==> config.mk <==
export PLATFORM = sky130hd
export DESIGN_NAME = id_ex_pipe_reg
export DESIGN_NICKNAME = d
export VERILOG_FILES = /design/src/rtl/id_ex_pipe_reg.sv
export SDC_FILE = /design/constraint.sdc
export NUM_CORES = 1
export LEC_CHECK = 0
export BUFFER_PORTS_ARGS = -buffer_cell sky130_fd_sc_hd__buf_2
export CAP_MARGIN = 0
export CORE_AREA = 2 2 162 164
export DETAILED_ROUTE_END_ITERATION = 16
export DIE_AREA = 0 0 164 166
export MAX_ROUTING_LAYER = met4
export PLACE_DENSITY_LB_ADDON = 0.05
export REMOVE_ABC_BUFFERS = 1
export SLEW_MARGIN = 20
export SYNTH_ARGS = -nofsm -noshare
export SYNTH_HDL_FRONTEND = slang
export SYNTH_SLANG_ARGS = --single-unit
==> constraint.sdc <==
create_clock -name clk_i -period 1.2 [get_ports clk_i]
set_clock_uncertainty 0.05 [all_clocks]
set_input_delay 0 -clock clk_i [delete_from_list [all_inputs] [get_ports clk_i]]
set_output_delay 0 -clock clk_i [all_outputs]
set_load 0.05 [all_outputs]
==> src/rtl/id_ex_pipe_reg.sv <==
// id_ex_pipe_reg: ID/EX pipeline register with NOP bubble insertion, stall hold and
// optional saturating bubble/flush counters (enabled by defining ID_EX_PERF_CNT_EN).
module id_ex_pipe_reg #(
  parameter int          CTRL_W   = 12,
  parameter logic [31:0] RESET_PC = 32'h0000_0000,
  parameter int          CNT_W    = 32
) (
  input  logic              clk_i,
  input  logic              rst_i,
  input  logic              en_i,
  input  logic              flush_i,
  input  logic              br_flush_i,
  input  logic [31:0]       inst_ID_i,
  input  logic [31:0]       pc_ID_i,
  input  logic [31:0]       rs1_data_ID_i,
  input  logic [31:0]       rs2_data_ID_i,
  input  logic [31:0]       imm_ID_i,
  input  logic [CTRL_W-1:0] ctrl_ID_i,
  output logic [31:0]       inst_EX_o,
  output logic [31:0]       pc_EX_o,
  output logic [31:0]       rs1_data_EX_o,
  output logic [31:0]       rs2_data_EX_o,
  output logic [31:0]       imm_EX_o,
  output logic [CTRL_W-1:0] ctrl_EX_o,
  output logic              valid_EX_o,
  output logic [CNT_W-1:0]  bubble_cnt_o,
  output logic [CNT_W-1:0]  flush_cnt_o
);
  localparam logic [31:0] NOP = 32'h0000_0013;
  logic              bubble;
  logic [31:0]       inst_q, inst_d, pc_q, pc_d, rs1_q, rs1_d, rs2_q, rs2_d, imm_q, imm_d;
  logic [CTRL_W-1:0] ctrl_q, ctrl_d;
  logic              valid_q, valid_d;
  // A bubble keeps the ID pc for trace; everything else is the canonical NOP.
  always_comb begin
    bubble  = br_flush_i | flush_i;
    inst_d  = bubble ? NOP : inst_ID_i;
    pc_d    = pc_ID_i;
    rs1_d   = bubble ? 32'h0 : rs1_data_ID_i;
    rs2_d   = bubble ? 32'h0 : rs2_data_ID_i;
    imm_d   = bubble ? 32'h0 : imm_ID_i;
    ctrl_d  = bubble ? '0 : ctrl_ID_i;
    valid_d = ~bubble;
  end
  always_ff @(posedge clk_i) begin
    if (rst_i) begin
      inst_q  <= NOP;
      pc_q    <= RESET_PC;
      rs1_q   <= 32'h0;
      rs2_q   <= 32'h0;
      imm_q   <= 32'h0;
      ctrl_q  <= '0;
      valid_q <= 1'b0;
    end else if (en_i) begin
      inst_q  <= inst_d;
      pc_q    <= pc_d;
      rs1_q   <= rs1_d;
      rs2_q   <= rs2_d;
      imm_q   <= imm_d;
      ctrl_q  <= ctrl_d;
      valid_q <= valid_d;
    end
  end
  assign inst_EX_o     = inst_q;
  assign pc_EX_o       = pc_q;
  assign rs1_data_EX_o = rs1_q;
  assign rs2_data_EX_o = rs2_q;
  assign imm_EX_o      = imm_q;
  assign ctrl_EX_o     = ctrl_q;
  assign valid_EX_o    = valid_q;
`ifdef ID_EX_PERF_CNT_EN
  logic [CNT_W-1:0] bubble_cnt_q, bubble_cnt_d, flush_cnt_q, flush_cnt_d;
  // A simultaneous load-use and branch flush counts only as a branch flush.
  always_comb begin
    bubble_cnt_d = (en_i & ~br_flush_i & flush_i & ~&bubble_cnt_q) ? bubble_cnt_q + CNT_W'(1) : bubble_cnt_q;
    flush_cnt_d  = (en_i & br_flush_i & ~&flush_cnt_q) ? flush_cnt_q + CNT_W'(1) : flush_cnt_q;
  end
  always_ff @(posedge clk_i) begin
    if (rst_i) begin
      bubble_cnt_q <= '0;
      flush_cnt_q  <= '0;
    end else begin
      bubble_cnt_q <= bubble_cnt_d;
      flush_cnt_q  <= flush_cnt_d;
    end
  end
  assign bubble_cnt_o = bubble_cnt_q;
  assign flush_cnt_o  = flush_cnt_q;
`else
  assign bubble_cnt_o = '0;
  assign flush_cnt_o  = '0;
`endif
endmodule

==> results.toml <==
[status]
status = "completed"

[grt]
antenna_found_initial = 0
grt_pass1_vias = 7329
track_usage_pct = 18.41
grt_max_degree = 84
grt_pass1_wl_mm = 39.21
gr-total-overflow = 0

[worst_setup_path]
cp-end-kind = "flop"
cp_slowest_stage_delay_ns = 0.55
arrival_ns = 1.49
path_class = "reg -> reg"
r2r_start = "inst_EX_o[27]"
crit_slowest_cell = "dlygate4sd3_1"
reg2reg_slack_ns = 0.04
r2r_cells = 3
crit_path_max_fanout = 2
reg2reg_to = "inst_EX_o[27]"
cp.required_ns = 1.53
critPathLaunchType = "flop"
path_cells = "nand2b_1 > a21oi_1 > dlygate4sd3_1"
crit_start = "inst_EX_o[27]"

[finish]
final_cell_area_mm2 = 0.01218
drive_gt1_share_pct = 30.92
layout.cells.non_filler = 1635
layout_commonest_cell = "buf_2"
area_delta_synth_final_pct = 54.17
nFillCells = 2521
finalNetCount = 1464
final_util_pct = 47.54
antennaDiodeCount = 0
final_cell_mix = "buf_2 (345), dlygate4sd3_1 (174), dfxtp_1 (172)"

[cts]
cts-htree-levels = 4
clk_pin_slew_ns = 0.08
clock-sinks = 173
clockBufferDepth = 2
clock_latency_ns = 0.43
cts_setup_buffers = 0
clockRootBuffer = "clkbuf_16"
tritoncts = "yes"
cts_inserted_buffers = 17

[route]
ant_nets = 0
dr_wl_met2_mm = 11.36
num_vias = 7379
wl_met1_mm = 11.72
drtIter0Drc = 398
top_layer_used = "met4"
firstDrtPassIters = 4
drc = 0
wl_per_cell_um = 15.39
wl_mm = 25.16
avgViaCountPerCell = 4.513
dr_wl_met3_mm = 1.769

[floorplanning]
core_area_mm2 = 0.02562
die_x_um = 164
die_area_mm2 = 0.02722
io_pins = 414
initial_utilization_pct = 30.84
die_y_um = 166
rows = 59

[pwr]
p_per_area_mw_per_mm2 = 1192
ir_drop_uv = 675.1
p_leak_nw = 5.287

[sta]
hold_viol = 0
fmax_ghz = 0.8617
period_share_pct = 96.71
maxSlewViolCount = 0
tns_ns = 0
setup-violations-final = 0
timing.hold.ws_ns = 0.005347
fin_crit_ns = 1.160
rsz0062_at_grt = "no"

[yosys]
synth_xor_area_share_pct = 0
synthAdderAreaFrac_pct = 0
synth_seq_cells = 173
yosys.area_share.simple_pct = 32.57
synthCells = 808
synth_compound_area_share_pct = 9.029
ys_types = 13
netlist_area_mm2 = 0.007899
muxShareOfSynthArea_pct = 4.055
synth_area_per_cell_um2 = 9.776
ys_warn_count = 0
ys_seq_area_share_pct = 43.85
synth_top_family_by_area = "simple AND/OR/NAND/NOR gates"

[min_path]
hp-class = "in -> reg"
hold_depth = 3
worstHoldStart = "rst_i"
whs_endpoint = "rs2_data_EX_o[15]"

[placed_design]
place.port_buffers = 349
hpwl_mm = 16.38
routabilityCongestion = 0.7338
dpl_cell_area_mm2 = 0.009862
place_inst = 1429

[run]
cap_violations = 0
## per-layer routing
layer | global-route usage (%) | vias up
li1 | - | 3667
met1 | 23.31 | 3447
met2 | 28.83 | 246
met3 | 5.470 | 19
met4 | 4.386 | 0
met5 | - | -
## flip-flops by register name, summed over array words and instances, names as in the netlist
name,cells
inst_EX_o,32
ctrl_EX_o,12
valid_EX_o,1
rs2_data_EX_o,32
pc_EX_o,32
imm_EX_o,32
rs1_data_EX_o,32
## worst max-delay path, delay by kind of cell, from the launching register on
kind,cells,cell delay (ns)
DFF,1,0.33
and+or+nand+nor,1,0.05
buffers and inverters,1,0.55
AOI/OAI and AO/OA,1,0.13
## how the worst max path moves through the flow
| stage | slack [ns] | endpoint |
|---|---|---|
| floorplan | 0.25 | ctrl_EX_o[0] |
| global placement | 0.18 | pc_EX_o[8] |
| detailed placement | 0.15 | rs2_data_EX_o[31] |
| CTS | 0.03 | imm_EX_o[10] |
| global route | 0.01 | inst_EX_o[27] |
| finish | 0.04 | inst_EX_o[27] |
## stage by stage
step / total power (W) / setup WS, ns
6_report: 0.01452 / 0.03951
5_1_grt: 0.01516 / 0.009897
4_1_cts: 0.01472 / 0.03166
3_5_place_dp: 0.008687 / 0.1518
3_3_place_gp: 0.008692 / 0.1771
2_1_floorplan: 0.007639 / 0.2496
## repair_timing
action,CTS,global route
endpoints found under the setup margin,0,1
resized for setup,0,1
endpoints found under the hold margin,172,0
hold buffers,174,0
## cell usage after synthesis, drive strengths merged
master   instances  area, um^2
nor2            35       131.4
dfxtp          173        3463
mux2i           32       320.3
o21bai           3       22.52
nor4b            3       26.28
conb             1       3.750
clkbuf          68       255.2
a21oi          138       690.7
or3b             1       8.760
nand4bb        137        1543
buf             79       570.5
nand2b         138       863.3
## cell families after synthesis
family / count (synthesis)
AO/OA/AOI/OAI: 141
buffers and inverters: 147
flip-flops: 173
multiplexers: 32
other: 1
AND/OR/NAND/NOR: 314
## area by class of cell
type | count | area, um^2 | share of cell area, %
repair buffers | 544 | 3875 | 31.82
multi-input cells | 551 | 3846 | 31.58
flip-flops and latches | 173 | 3465 | 28.45
clock buffers | 19 | 442.9 | 3.637
well taps | 335 | 419.2 | 3.442
clock inverters | 13 | 130.1 | 1.069
## report_power, final
part / internal [W] / switching, W
Sequential: 0.00592 / 0.0000863
Clock: 0.00296 / 0.00255
Combinational: 0.00117 / 0.00183
Note: power is estimated with default switching activity, not from simulation.
